--- src/rtl/load_store_unit_if.sv ---
`default_nettype none
// ============================================================================
//  Module      : load_store_unit_if
//  Description : Request/response handshake and word-only data-port bundle
//                between the execute stage, the load/store unit and memory.
//  Revision    : 1.0 - initial release
// ============================================================================
interface load_store_unit_if #(
    parameter int WIDTH = 32
);
    // Execute-stage request
    logic             req_valid;
    logic             req_ready;
    logic             req_we;
    logic [1:0]       req_size;
    logic             req_unsigned;
    logic [WIDTH-1:0] req_addr;
    logic [WIDTH-1:0] req_wdata;
    // Response back to execute stage
    logic             rsp_valid;
    logic [WIDTH-1:0] rsp_rdata;
    logic             rsp_err;
    // Word-only memory data port
    logic [WIDTH-1:0] d_addr;
    logic [WIDTH-1:0] d_wdata;
    logic             d_we;
    logic [WIDTH-1:0] d_rdata;

    // The load/store unit itself
    modport slave (
        input  req_valid, req_we, req_size, req_unsigned, req_addr, req_wdata,
        input  d_rdata,
        output req_ready, rsp_valid, rsp_rdata, rsp_err,
        output d_addr, d_wdata, d_we
    );

    // Execute stage plus memory, seen from the outside of the unit
    modport master (
        output req_valid, req_we, req_size, req_unsigned, req_addr, req_wdata,
        output d_rdata,
        input  req_ready, rsp_valid, rsp_rdata, rsp_err,
        input  d_addr, d_wdata, d_we
    );
endinterface
`default_nettype wire

--- src/rtl/load_store_unit.sv ---
`default_nettype none
// ============================================================================
//  Module      : load_store_unit
//  Description : One-at-a-time byte/half/word load/store engine in front of a
//                word-only memory port. Sub-word stores use read-modify-write,
//                loads are sign- or zero-extended.
//  Revision    : 1.0 - initial release
// ============================================================================
module load_store_unit #(
    parameter int WIDTH = 32
) (
    input  wire logic          clk,
    input  wire logic          rst,
    load_store_unit_if.slave   bus
);

    typedef enum logic [2:0] {
        S_IDLE  = 3'd0,
        S_LOAD  = 3'd1,
        S_ST_RD = 3'd2,
        S_ST_WR = 3'd3,
        S_RESP  = 3'd4
    } state_t;

    localparam logic [WIDTH-1:0] c_byte_mask = WIDTH'(8'hFF);
    localparam logic [WIDTH-1:0] c_half_mask = WIDTH'(16'hFFFF);

    state_t           state_q;
    logic             we_q;
    logic [1:0]       size_q;
    logic             uns_q;
    logic [WIDTH-1:0] addr_q;
    logic [WIDTH-1:0] wdata_q;
    logic [WIDTH-1:0] res_q;
    logic             err_q;
    logic             rsp_valid_q;
    logic [WIDTH-1:0] rsp_rdata_q;
    logic             rsp_err_q;
    logic [WIDTH-1:0] d_addr_q;
    logic [WIDTH-1:0] d_wdata_q;
    logic             w_bad;

    // Shift the addressed lane down to bit 0 and extend it to a full word.
    function automatic logic [WIDTH-1:0] f_extend(input logic [WIDTH-1:0] word,
                                                  input logic [1:0]       lane,
                                                  input logic [1:0]       size,
                                                  input logic             uns);
        logic [WIDTH-1:0] sh;
        sh = word >> {lane, 3'b000};
        case (size)
            2'b00:   return uns ? {{(WIDTH-8){1'b0}},  sh[7:0]}
                                : {{(WIDTH-8){sh[7]}}, sh[7:0]};
            2'b01:   return uns ? {{(WIDTH-16){1'b0}},   sh[15:0]}
                                : {{(WIDTH-16){sh[15]}}, sh[15:0]};
            default: return word;
        endcase
    endfunction

    // Replace the addressed lane of the old word with the right-aligned store data.
    // Half stores are aligned here, so lane is 0 or 2 and the shift is 0 or 16.
    function automatic logic [WIDTH-1:0] f_merge(input logic [WIDTH-1:0] old_word,
                                                 input logic [WIDTH-1:0] wd,
                                                 input logic [1:0]       lane,
                                                 input logic [1:0]       size);
        logic [WIDTH-1:0] mask;
        logic [4:0]       sh;
        sh = {lane, 3'b000};
        case (size)
            2'b00:   mask = c_byte_mask << sh;
            2'b01:   mask = c_half_mask << sh;
            default: mask = '1;
        endcase
        return (old_word & ~mask) | ((wd << sh) & mask);
    endfunction

    // Illegal size or an address not aligned to the access size.
    always_comb begin
        w_bad = 1'b0;
        case (bus.req_size)
            2'b01:   w_bad = bus.req_addr[0];
            2'b10:   w_bad = (bus.req_addr[1:0] != 2'b00);
            2'b11:   w_bad = 1'b1;
            default: w_bad = 1'b0;
        endcase
    end

    // Request sequencing, memory port drive and registered response.
    always_ff @(posedge clk) begin
        if (rst) begin
            state_q     <= S_IDLE;
            we_q        <= 1'b0;
            size_q      <= 2'b00;
            uns_q       <= 1'b0;
            addr_q      <= '0;
            wdata_q     <= '0;
            res_q       <= '0;
            err_q       <= 1'b0;
            rsp_valid_q <= 1'b0;
            rsp_rdata_q <= '0;
            rsp_err_q   <= 1'b0;
            d_addr_q    <= '0;
            d_wdata_q   <= '0;
        end else begin
            rsp_valid_q <= 1'b0;
            rsp_rdata_q <= '0;
            rsp_err_q   <= 1'b0;
            case (state_q)
                S_IDLE: begin
                    if (bus.req_valid) begin
                        we_q     <= bus.req_we;
                        size_q   <= bus.req_size;
                        uns_q    <= bus.req_unsigned;
                        addr_q   <= bus.req_addr;
                        wdata_q  <= bus.req_wdata;
                        res_q    <= '0;
                        err_q    <= w_bad;
                        d_addr_q <= {bus.req_addr[WIDTH-1:2], 2'b00};
                        if (w_bad)
                            state_q <= S_RESP;
                        else if (bus.req_we)
                            state_q <= S_ST_RD;
                        else
                            state_q <= S_LOAD;
                    end
                end
                S_LOAD: begin
                    res_q   <= f_extend(bus.d_rdata, addr_q[1:0], size_q, uns_q);
                    state_q <= S_RESP;
                end
                S_ST_RD: begin
                    d_wdata_q <= f_merge(bus.d_rdata, wdata_q, addr_q[1:0], size_q);
                    state_q   <= S_ST_WR;
                end
                S_ST_WR: begin
                    d_wdata_q <= '0;
                    state_q   <= S_RESP;
                end
                S_RESP: begin
                    rsp_valid_q <= 1'b1;
                    rsp_rdata_q <= res_q;
                    rsp_err_q   <= err_q;
                    d_addr_q    <= '0;
                    state_q     <= S_IDLE;
                end
                default: state_q <= S_IDLE;
            endcase
        end
    end

    // we_q is kept for visibility of the in-flight request; state encodes it.
    logic w_unused;
    assign w_unused = we_q;

    assign bus.req_ready = (state_q == S_IDLE);
    assign bus.rsp_valid = rsp_valid_q;
    assign bus.rsp_rdata = rsp_rdata_q;
    assign bus.rsp_err   = rsp_err_q;
    assign bus.d_addr    = d_addr_q;
    assign bus.d_wdata   = d_wdata_q;
    // Reset in the write cycle must suppress the memory write immediately.
    assign bus.d_we      = (state_q == S_ST_WR) && !rst;

endmodule
`default_nettype wire

--- src/flat_wrapper.sv ---
// flat-port wrapper written by rule: the top's interface ports become plain ports
module load_store_unit_flat 
#(
    parameter int WIDTH = 32
)
  (clk, rst, bus_req_valid, bus_req_we, bus_req_size, bus_req_unsigned, bus_req_addr, bus_req_wdata, bus_d_rdata, bus_req_ready, bus_rsp_valid, bus_rsp_rdata, bus_rsp_err, bus_d_addr, bus_d_wdata, bus_d_we);
  load_store_unit_if #(.WIDTH(WIDTH)) bus_i ();
  input  wire logic clk;
  input  wire logic rst;
  input wire logic [$bits(bus_i.req_valid)-1:0] bus_req_valid;
  input wire logic [$bits(bus_i.req_we)-1:0] bus_req_we;
  input wire logic [$bits(bus_i.req_size)-1:0] bus_req_size;
  input wire logic [$bits(bus_i.req_unsigned)-1:0] bus_req_unsigned;
  input wire logic [$bits(bus_i.req_addr)-1:0] bus_req_addr;
  input wire logic [$bits(bus_i.req_wdata)-1:0] bus_req_wdata;
  input wire logic [$bits(bus_i.d_rdata)-1:0] bus_d_rdata;
  output wire logic [$bits(bus_i.req_ready)-1:0] bus_req_ready;
  output wire logic [$bits(bus_i.rsp_valid)-1:0] bus_rsp_valid;
  output wire logic [$bits(bus_i.rsp_rdata)-1:0] bus_rsp_rdata;
  output wire logic [$bits(bus_i.rsp_err)-1:0] bus_rsp_err;
  output wire logic [$bits(bus_i.d_addr)-1:0] bus_d_addr;
  output wire logic [$bits(bus_i.d_wdata)-1:0] bus_d_wdata;
  output wire logic [$bits(bus_i.d_we)-1:0] bus_d_we;
  assign bus_i.req_valid = bus_req_valid;
  assign bus_i.req_we = bus_req_we;
  assign bus_i.req_size = bus_req_size;
  assign bus_i.req_unsigned = bus_req_unsigned;
  assign bus_i.req_addr = bus_req_addr;
  assign bus_i.req_wdata = bus_req_wdata;
  assign bus_i.d_rdata = bus_d_rdata;
  assign bus_req_ready = bus_i.req_ready;
  assign bus_rsp_valid = bus_i.rsp_valid;
  assign bus_rsp_rdata = bus_i.rsp_rdata;
  assign bus_rsp_err = bus_i.rsp_err;
  assign bus_d_addr = bus_i.d_addr;
  assign bus_d_wdata = bus_i.d_wdata;
  assign bus_d_we = bus_i.d_we;
  load_store_unit #(.WIDTH(WIDTH)) u_core (.clk(clk), .rst(rst), .bus(bus_i));
endmodule
--- config.mk ---
export PLATFORM = sky130hd
export DESIGN_NAME = load_store_unit_flat
export DESIGN_NICKNAME = d
export VERILOG_FILES = /design/src/rtl/load_store_unit_if.sv /design/src/rtl/load_store_unit.sv /design/src/flat_wrapper.sv
export SDC_FILE = /design/constraint.sdc
export NUM_CORES = 1
export LEC_CHECK = 0
export CAP_MARGIN = 20
export CORE_MARGIN = 5
export CORE_UTILIZATION = 48
export CTS_CLUSTER_SIZE = 16
export DETAILED_ROUTE_END_ITERATION = 6
export PLACE_DENSITY = 0.88
export SYNTH_ARGS = -nofsm -noshare
export SYNTH_HDL_FRONTEND = slang
export SYNTH_SLANG_ARGS = --single-unit
--- constraint.sdc ---
create_clock -name clk -period 2 [get_ports clk]
set_input_delay 0.4 -clock clk [delete_from_list [all_inputs] [get_ports clk]]
set_output_delay 0.4 -clock clk [all_outputs]
set_load 0.01 [all_outputs]
==> impl_metrics.yaml, run 1 <==
global_routing:
  gr-usage-met3_pct: 8.17
  grt_pass1_vias: 6458
  use_met2_pct: 40.9
  grt_usage_pct: 24.7
  grt_pass1_wl_um: 32800
  grt_overflow_total: 0
  busiest_layer: "met2"
  grt_util_met1_pct: 29.3
  antenna_found_initial: 0
  grt_max_degree: 38
yosys:
  ys_types: 53
  synth_area_sq_mm: 0.00696
  synth.most_common_cell: "dfxtp_1"
  ys_seq_area_share_pct: 48.6
  synth_top_area_share_pct: 48.6
  yosys_warnings: 0
  postSynthAreaPerCell_sq_um: 8.91
  yosys_most_used_dff: "dfxtp_1"
  netlist_instances: 782
  synth.area.top_cells: "dfxtp_1 (49%), nand2_1 (7.7%), a21oi_1 (4.9%), mux2i_1 (4.3%), and2_1 (3.7%)"
  synth_top_cell_by_area: "dfxtp_1"
  ys_top_cells_by_count: "dfxtp_1 (169), nand2_1 (142), a21oi_1 (68)"
  synth_seq_cells: 169
  ys_async_sr_fraction_pct: 0
  synth_edf_count: 0
route:
  drc: 0
  ant_nets: 0
  routed_wl_um: 20900
  vias_per_cell: 5.51
  drt_pass1_iterations: 5
  post_drt_wl_per_cell_um: 17.7
  first_iter_violations: 399
  vias: 6480
power:
  combPwrFrac_pct: 16.6
  switching_share_pct: 26.9
  internal_power_mw: 5.97
  power_frac_seq_pct: 44.5
  p_total_mw: 8.17
  leakage_nw: 3.73
  ir_worst_vdd_v: 0.000584
  power_density_mw_per_mm2: 825
  pwr-share-clk_pct: 38.9
  switching_power_mw: 2.20
placed_design:
  port_buffers: 200
  gp_congestion: 0.877
  dp_hpwl_um: 15500
  dp_slack_ns: -0.230
cts:
  cts-root-buf: "clkbuf_16"
  cts-htree-levels: 4
  post_cts_buffers: 0
  clock_path_buffers: 2
  numClockSinks: 169
  cts_tree: "built"
  cts_made_buffers: 17
  clkLatencyLatePin_ns: 0.43
  clk_pin_slew_worst_paths_ns: 0.06
floorplan:
  coreArea_sq_mm: 0.0144
  placementRows: 44
  initial_core_util_pct: 48.5
  die_x_um: 130
  pin_count: 203
  die_y_um: 130
  dieArea_sq_mm: 0.0170
status:
  status: "finished clean"
worst_setup_path:
  r2r_cells: 5
  critPathArrivalTime_ns: 2.13
  crit_type: "reg -> reg"
  worstSetupEndpointType: "flip-flop"
  worstSetupStartpointType: "flip-flop"
  required_ns: 2.31
  cp_max_fo: 16
finish:
  drive_gt1_share_pct: 11.5
  diodes: 0
  postLayoutCoreUtil_pct: 68.9
  nNetsFinal: 1083
  syn_to_final_growth_pct: 42.1
sta:
  rsz0062_at_grt: "no"
  slew_headroom_pct: 28.5
  fin_ws_ns: 0.181
  fmax_mhz: 550
  hold_viol_final: 0
  worst_pin_slew_ns: 1.07
  fin_crit_sh_pct: 90.9
  setup_viol: 0
  skew_ns: 0.0155
  slew_violations: 0
  period_minus_slack_ns: 1.82
  hold_slack_ns: 0.297
min_path:
  hp-class: "in -> reg"
  hold_depth: 3
run:
  cap_violations: 0
-- critical path, cell delays in order, from the launching register on --
cell     delay (ns)
dfxtp_2        0.46
mux2_2         0.36
mux4_2         0.48
o21ai_4        0.16
buf_12         0.17
o21ai_1        0.08
-- per-layer routing --
layer  share of wire, %  wire (um)  up-vias
met5                  0          0        -
met4                4.0        830        0
met3                7.9       1650       62
met2                 48      10100      290
met1                 40       8320     2984
li1                   -          -     3144
-- state kept, by name, indices dropped and copies added, names as in the netlist, 2 cells and up --
register	count
u_core.res_q	32
u_core.wdata_q	32
u_core.bus.d_wdata	32
u_core.addr_q	2
u_core.bus.rsp_rdata	32
u_core.state_q	3
u_core.bus.d_addr	30
u_core.size_q	2
-- metrics by stage --
stage / TNS, ns / cells / area (sq um)
after floorplan: 0 / 783 / 6970
after detailed placement: -4.51 / 1145 / 9320
final: 0 / 1177 / 9900
after CTS: 0 / 1177 / 9890
after global routing: 0 / 1177 / 9900
after global placement: -4.06 / 1145 / 9320
-- placed cells by master, fill, tap and decap left out, types with 9 or more instances in the layout --
cell type	netlist	routed
a211oi_1	18	18
a21oi_1	68	67
a221oi_1	10	10
a22oi_1	28	28
and2_1	41	41
buf_4	5	37
clkbuf_16	0	17
clkdlybuf4s50_1	0	197
dfxtp_1	169	165
mux2_2	9	9
mux2i_1	30	30
nand2_1	142	142
nor2_1	55	53
nor2b_1	12	12
o21ai_0	18	18
o21ai_1	21	20
o21ai_2	10	11
o31ai_1	9	9
-- cells by family after synthesis --
logic type / Yosys count / share of synthesized area, %
other: 1 / 0.0538
flip-flops: 169 / 48.6
AND/OR/NAND/NOR: 275 / 18.2
multiplexers: 43 / 6.79
AO/OA/AOI/OAI: 226 / 22.1
buffers and inverters: 68 / 4.29
-- area by class of cell --
type / instances / area [sq um]
flip-flops and latches: 169 / 3390
clock buffers: 20 / 457
repair buffers: 243 / 2390
inverters: 3 / 11.3
fillers: 1090 / 4470
clock inverters: 12 / 115
well taps: 184 / 230
multi-input cells: 546 / 3300
-- final timing paths --
path	startpoint	to	slack [ns]
setup / recovery	u_core.addr_q[0]	u_core.res_q[31]	0.18
hold reg to reg	u_core.res_q[6]	u_core.res_q[6]	0.44
hold / removal	rst	u_core.state_q[2]	0.30
setup reg to reg	u_core.addr_q[0]	u_core.res_q[31]	0.18
-- timing repair --
action                     in CTS  in global routing
gates resized for setup         6                  1
setup endpoints to repair       2                  7
hold buffers                    0                  0
-- power by group through the flow --
| stage | clock network (mW) | registers (mW) | logic [mW] |
|---|---|---|---|
| after global placement | 0 | 3.69 | 1.32 |
| final | 3.18 | 3.63 | 1.36 |
| after detailed placement | 0 | 3.70 | 1.34 |
| after CTS | 3.21 | 3.63 | 1.35 |
| after floorplan | 0 | 3.68 | 0.706 |
| after global routing | 3.36 | 3.65 | 1.47 |
No activity file was read; power rests on OpenSTA's default activity.
==> run 2: changes to the inputs <==
--- a/config.mk
+++ b/config.mk
@@ -5,12 +5,13 @@
 export SDC_FILE = /design/constraint.sdc
 export NUM_CORES = 1
 export LEC_CHECK = 0
+export ABC_AREA = 1
 export CAP_MARGIN = 20
 export CORE_MARGIN = 5
 export CORE_UTILIZATION = 48
 export CTS_CLUSTER_SIZE = 16
 export DETAILED_ROUTE_END_ITERATION = 6
-export PLACE_DENSITY = 0.88
+export PLACE_DENSITY = 0.87
 export SYNTH_ARGS = -nofsm -noshare
 export SYNTH_HDL_FRONTEND = slang
 export SYNTH_SLANG_ARGS = --single-unit
==> impl_metrics.yaml, run 2 <==
global_routing:
  gr-usage-met3_pct: 5.85
  antenna_found_initial: 0
  grt_util_met1_pct: 31.0
  busiest_layer: "met2"
  grt_usage_pct: 25.1
  grt_max_degree: 95
  grt_pass1_wl_um: 36000
  grt_overflow_total: 0
  use_met2_pct: 41.2
  grt_pass1_vias: 7293
finish:
  diodes: 0
  n_fill_cell: 1287
  syn_to_final_growth_pct: 37.9
  drive_gt1_share_pct: 8.56
  nNetsFinal: 1340
  mostFrequentLayoutCells: "nand2_1 (290), clkdlybuf4s50_1 (197), dfxtp_1 (169), a21oi_1 (159), inv_1 (99)"
  final_cell_count_no_fill: 1438
  final_area_sq_mm: 0.0102
  postLayoutCoreUtil_pct: 67.1
  layout_commonest_cell: "nand2_1"
sta:
  setup_viol: 0
  rsz0062_at_grt: "no"
  setup_tns_ns: 0
  hold_slack_ns: 0.421
  period_minus_slack_ns: 1.90
  slew_headroom_pct: 29.8
  fmax_mhz: 527
  fin_crit_sh_pct: 94.9
  slew_violations: 0
  skew_ns: 0.00724
  worst_pin_slew_ns: 1.05
  hold_viol_final: 0
worst_setup_path:
  worstSetupEndpointType: "output pin"
  r2r-end: "u_core.bus.d_wdata[0]"
  r2r_slack_ns: 0.27
  crit_type: "reg -> out"
  critPathSlowestCell: "dfxtp_1"
  reg2reg_from: "u_core.addr_q[0]"
  required_ns: 1.60
  crit_chain: "inv_1 -> nor2_2 -> nand2_1 -> nor2_1 -> dlygate4sd2_1"
  slowest_delay_ns: 0.33
  cp_max_fo: 3
  r2r_cells: 7
  worstSetupStartpointType: "flip-flop"
  critPathArrivalTime_ns: 1.50
cts:
  cts_hold_buf: 0
  clkLatencyLatePin_ns: 0.43
  cts-root-buf: "clkbuf_16"
  cts_made_buffers: 17
  clock_path_buffers: 2
  clk_pin_slew_worst_paths_ns: 0.07
  cts_tree: "built"
  numClockSinks: 169
  cts-htree-levels: 4
route:
  drc: 0
  vias: 7484
  routed_wl_um: 22700
  drt_pass1_iterations: 5
  post_drt_wl_per_cell_um: 15.8
  ant_nets: 0
  vias_per_cell: 5.20
  first_iter_violations: 665
floorplan:
  coreArea_sq_mm: 0.0151
  initial_core_util_pct: 48.7
  pin_count: 203
  die_y_um: 134
  placementRows: 45
  dieArea_sq_mm: 0.0179
  die_x_um: 134
power:
  switching_share_pct: 30.2
  internal_power_mw: 6.36
  combPwrFrac_pct: 21.3
  switching_power_mw: 2.75
  power_density_mw_per_mm2: 896
  leakage_nw: 3.96
  pwr-share-clk_pct: 38.3
  power_frac_seq_pct: 40.4
  ir_worst_vdd_v: 0.000588
placed_design:
  dp_hpwl_um: 16800
  port_buffers: 200
  gp_congestion: 0.972
  dp.cells: 1406
  dpl-instance-area_sq_mm: 0.00954
yosys:
  synth_top_area_share_pct: 45.9
  synth_edf_count: 0
  yosys_warnings: 0
  synth_top_cell_by_area: "dfxtp_1"
  ys_types: 27
  synth.most_common_cell: "nand2_1"
  yosys_most_used_dff: "dfxtp_1"
  netlist_instances: 1059
  synth.area.top_cells: "dfxtp_1 (46%), nand2_1 (15%), a21oi_1 (11%), inv_1 (5.0%), o21ai_1 (3.8%)"
  ys_top_cells_by_count: "nand2_1 (291), dfxtp_1 (169), a21oi_1 (159)"
  synth_area_sq_mm: 0.00737
  synth_seq_cells: 169
  ys_seq_area_share_pct: 45.9
  ys_async_sr_fraction_pct: 0
  postSynthAreaPerCell_sq_um: 6.96
min_path:
  hold_depth: 4
  hold_start: "rst"
  hp-class: "in -> reg"
  holdPathEnd: "u_core.size_q[1]"
status:
  status: "finished clean"
run:
  cap_violations: 0
-- run 2: cell types whose count changed after synthesis, moves of 15 or more --
| cell | previous run | this run |
|---|---|---|
| a22oi_1 | 28 | 0 |
| buf_2 | 14 | 36 |
| nand2_1 | 142 | 291 |
| a211oi_1 | 18 | 0 |
| and2_1 | 41 | 0 |
| a21oi_1 | 68 | 159 |
| clkbuf_1 | 42 | 27 |
| nand3_1 | 0 | 53 |
| o21ai_1 | 21 | 56 |
| inv_1 | 3 | 99 |
| mux2i_1 | 30 | 0 |
-- run 2: final cells by class --
| cell class | count | area (sq um) | share of cell area, % |
|---|---|---|---|
| clock buffers | 17 | 425 | 4.19 |
| well taps | 188 | 235 | 2.31 |
| multi-input cells | 706 | 3220 | 31.7 |
| clock inverters | 15 | 199 | 1.96 |
| inverters | 116 | 435 | 4.28 |
| flip-flops and latches | 169 | 3380 | 33.3 |
| repair buffers | 227 | 2260 | 22.3 |
-- run 2: power by group through the flow --
stage | clock network [mW] | registers (mW) | logic (mW)
5_1_grt | 3.69 | 3.70 | 2.13
6_report | 3.49 | 3.68 | 1.94
3_3_place_gp | 0 | 3.74 | 1.88
4_1_cts | 3.52 | 3.68 | 1.92
3_5_place_dp | 0 | 3.75 | 1.91
2_1_floorplan | 0 | 3.76 | 1.14
-- run 2: cells by family after synthesis --
| group | Yosys count | synth area share [%] |
|---|---|---|
| and+or+nand+nor | 442 | 24.9 |
| AOI/OAI and AO/OA | 262 | 18.7 |
| buffers and inverters | 185 | 10.5 |
| DFF | 169 | 45.9 |
| other | 1 | 0.0509 |
-- run 2: worst max-delay path by stage --
| stage | start | endpoint |
|---|---|---|
| after floorplan | rst | bus_d_we |
| after global placement | bus_d_rdata[7] | u_core.res_q[16] |
| after detailed placement | bus_req_valid | u_core.bus.d_addr[16] |
| after CTS | u_core.state_q[0] | bus_d_we |
| after global routing | u_core.state_q[0] | bus_d_we |
| final | u_core.state_q[0] | bus_d_we |
-- run 2: worst max-delay path: cells and delay by family (launching register included) --
kind | cells | cell delay (ns)
buffers and inverters | 2 | 0.37
and+or+nand+nor | 3 | 0.36
DFF | 1 | 0.33
-- run 2: routing by layer --
| metal | part of all wire, % | wire (um) |
|---|---|---|
| met1 | 41 | 9370 |
| met2 | 47 | 10700 |
| met3 | 7.5 | 1710 |
| met4 | 4.4 | 1010 |
| met5 | 0 | 0 |
-- run 2: timing repair --
| item | CTS | global route |
|---|---|---|
| gates cloned | 0 | 0 |
| resized for setup | 2 | 1 |
| setup buffers | 0 | 0 |
| setup endpoints to repair | 2 | 1 |
-- run 2: through the flow --
stage	power [mW]	setup WS (ns)
6_report	9.11	0.103
5_1_grt	9.52	0.0226
4_1_cts	9.12	0.0426
3_5_place_dp	5.66	0.138
3_3_place_gp	5.62	0.172
2_1_floorplan	4.89	0.500
==> run 3: changes to the inputs <==
--- a/config.mk
+++ b/config.mk
@@ -8,10 +8,10 @@
 export ABC_AREA = 1
 export CAP_MARGIN = 20
 export CORE_MARGIN = 5
-export CORE_UTILIZATION = 48
+export CORE_UTILIZATION = 44
 export CTS_CLUSTER_SIZE = 16
 export DETAILED_ROUTE_END_ITERATION = 6
-export PLACE_DENSITY = 0.87
+export PLACE_DENSITY = 0.84
 export SYNTH_ARGS = -nofsm -noshare
 export SYNTH_HDL_FRONTEND = slang
 export SYNTH_SLANG_ARGS = --single-unit
==> constraint.sdc (replaced) <==
create_clock -name clk -period 1.6 [get_ports clk]
set_input_delay 0.32 -clock clk [delete_from_list [all_inputs] [get_ports clk]]
set_output_delay 0.32 -clock clk [all_outputs]
set_load 0.01 [all_outputs]
==> impl_metrics.yaml, run 3 (synthesis gave the netlist of run 2 again) <==
cts:
  numClockSinks: 169
  cts-htree-levels: 4
  cts_made_buffers: 17
  cts_tree: "built"
  clkLatencyLatePin_ns: 0.43
  clk_pin_slew_worst_paths_ns: 0.06
  clock_path_buffers: 2
  cts-root-buf: "clkbuf_16"
route:
  post_drt_wl_per_cell_um: 15.6
  drt_pass1_iterations: 6
  highest_layer: "met4"
  routedLengthMet1_um: 9830
  routed_wl_um: 23700
  wl_met3_um: 1580
  vias_per_cell: 5.03
  vias: 7617
  dr_wl_met2_um: 11300
  first_iter_violations: 582
  drc: 0
  ant_nets: 0
floorplan:
  placementRows: 47
  coreArea_sq_mm: 0.0165
  die_x_um: 139
  pin_count: 203
  initial_core_util_pct: 44.6
  die_y_um: 139
  dieArea_sq_mm: 0.0194
finish:
  diodes: 0
  final_area_sq_mm: 0.0106
  layout_commonest_cell: "nand2_1"
  syn_to_final_growth_pct: 43.7
  drive_gt1_share_pct: 12.4
  nNetsFinal: 1386
  mostFrequentLayoutCells: "nand2_1 (290), dfxtp_1 (166), a21oi_1 (157), clkdlybuf4s50_1 (114), inv_1 (99)"
sta:
  fmax_mhz: 606
  slew_violations: 0
  hold_viol_final: 0
  skew_ns: 0.00916
  worst_pin_slew_ns: 0.710
  slew_headroom_pct: 52.7
  fin_crit_sh_pct: 103
  rsz0062_at_grt: "yes"
  period_minus_slack_ns: 1.65
  hold_slack_ns: 0.412
  fin_ws_ns: -0.0503
  setup_viol: 1
power:
  leakage_nw: 4.70
  power_density_mw_per_mm2: 1100
  ir_worst_vdd_v: 0.000777
  p_total_mw: 11.6
global_routing:
  grt_pass1_wl_um: 36100
  antenna_found_initial: 0
  grt_usage_pct: 22.9
  grt_overflow_total: 0
  grt_pass1_vias: 7087
  grt_max_degree: 75
placed_design:
  dp_slack_ns: -0.619
  port_buffers: 200
  dpl-instance-area_sq_mm: 0.00987
  gp_congestion: 0.943
  dp_hpwl_um: 17500
status:
  violations: "setup timing"
  status: "complete, but fails checks"
worst_setup_path:
  critPathArrivalTime_ns: 1.33
  crit_type: "reg -> out"
  worstSetupEndpointType: "output pin"
  required_ns: 1.28
  cp_max_fo: 2
  worstSetupStartpointType: "flip-flop"
run:
  cap_violations: 0
min_path:
  hp-class: "in -> reg"
-- run 3: worst paths after layout --
check	startpoint	slack (ns)	depth (start not counted)	to
min reg2reg	u_core.res_q[10]	0.43	2	u_core.bus.rsp_rdata[10]
max reg2reg	u_core.addr_q[1]	0.09	9	u_core.res_q[4]
min	rst	0.41	4	u_core.err_q
max	u_core.state_q[2]	-0.05	5	bus_d_we
-- run 3: where the power goes --
part           internal (mW)  switching (mW)  total [mW]
logic                   1.07            1.54        2.60
registers               4.46           0.131        4.59
clock network           2.74            1.67        4.41
total                   8.26            3.34        11.6
-- run 3: final cells by class --
type | instances | area, sq um
Clock buffer | 21 | 470
Clock inverter | 10 | 166
Fill cell | 1482 | 5930
Inverter | 116 | 440
Multi-Input combinational cell | 709 | 3290
Sequential cell | 169 | 3390
Tap cell | 220 | 275
Timing Repair Buffer | 270 | 2560
-- run 3: worst max-delay path: stages (launching register included) --
cell and delay (ns):
dfxtp_2 0.32, buf_4 0.14, nor2_4 0.10, nand2_1 0.07, nor2_1 0.13, buf_2 0.15
-- run 3: per-stage QoR --
step	TNS [ns]	std cells	util (%)
global route	-0.166	1515	64.1
CTS	-0.0573	1508	63.2
global placement	-29.08	1475	59.7
detailed placement	-32.90	1475	59.7
finish	-0.0503	1515	64.1
floorplan	0	1060	-
-- run 3: metal layers --
layer / vias to the layer above / global-route usage [%]
met5: - / 0
met4: 0 / 10.2
met3: 58 / 4.56
met2: 295 / 38.1
met1: 3437 / 28.9
li1: 3827 / -
-- run 3: timing repair --
item | in CTS | in global routing
pin swaps | 2 | 8
gates cloned | 1 | 2
endpoints found under the setup margin | 138 | 108
buffers inserted | 1 | 5
hold buffers | 0 | 0
hold endpoints to repair | 0 | 0
gates resized for setup | 87 | 24
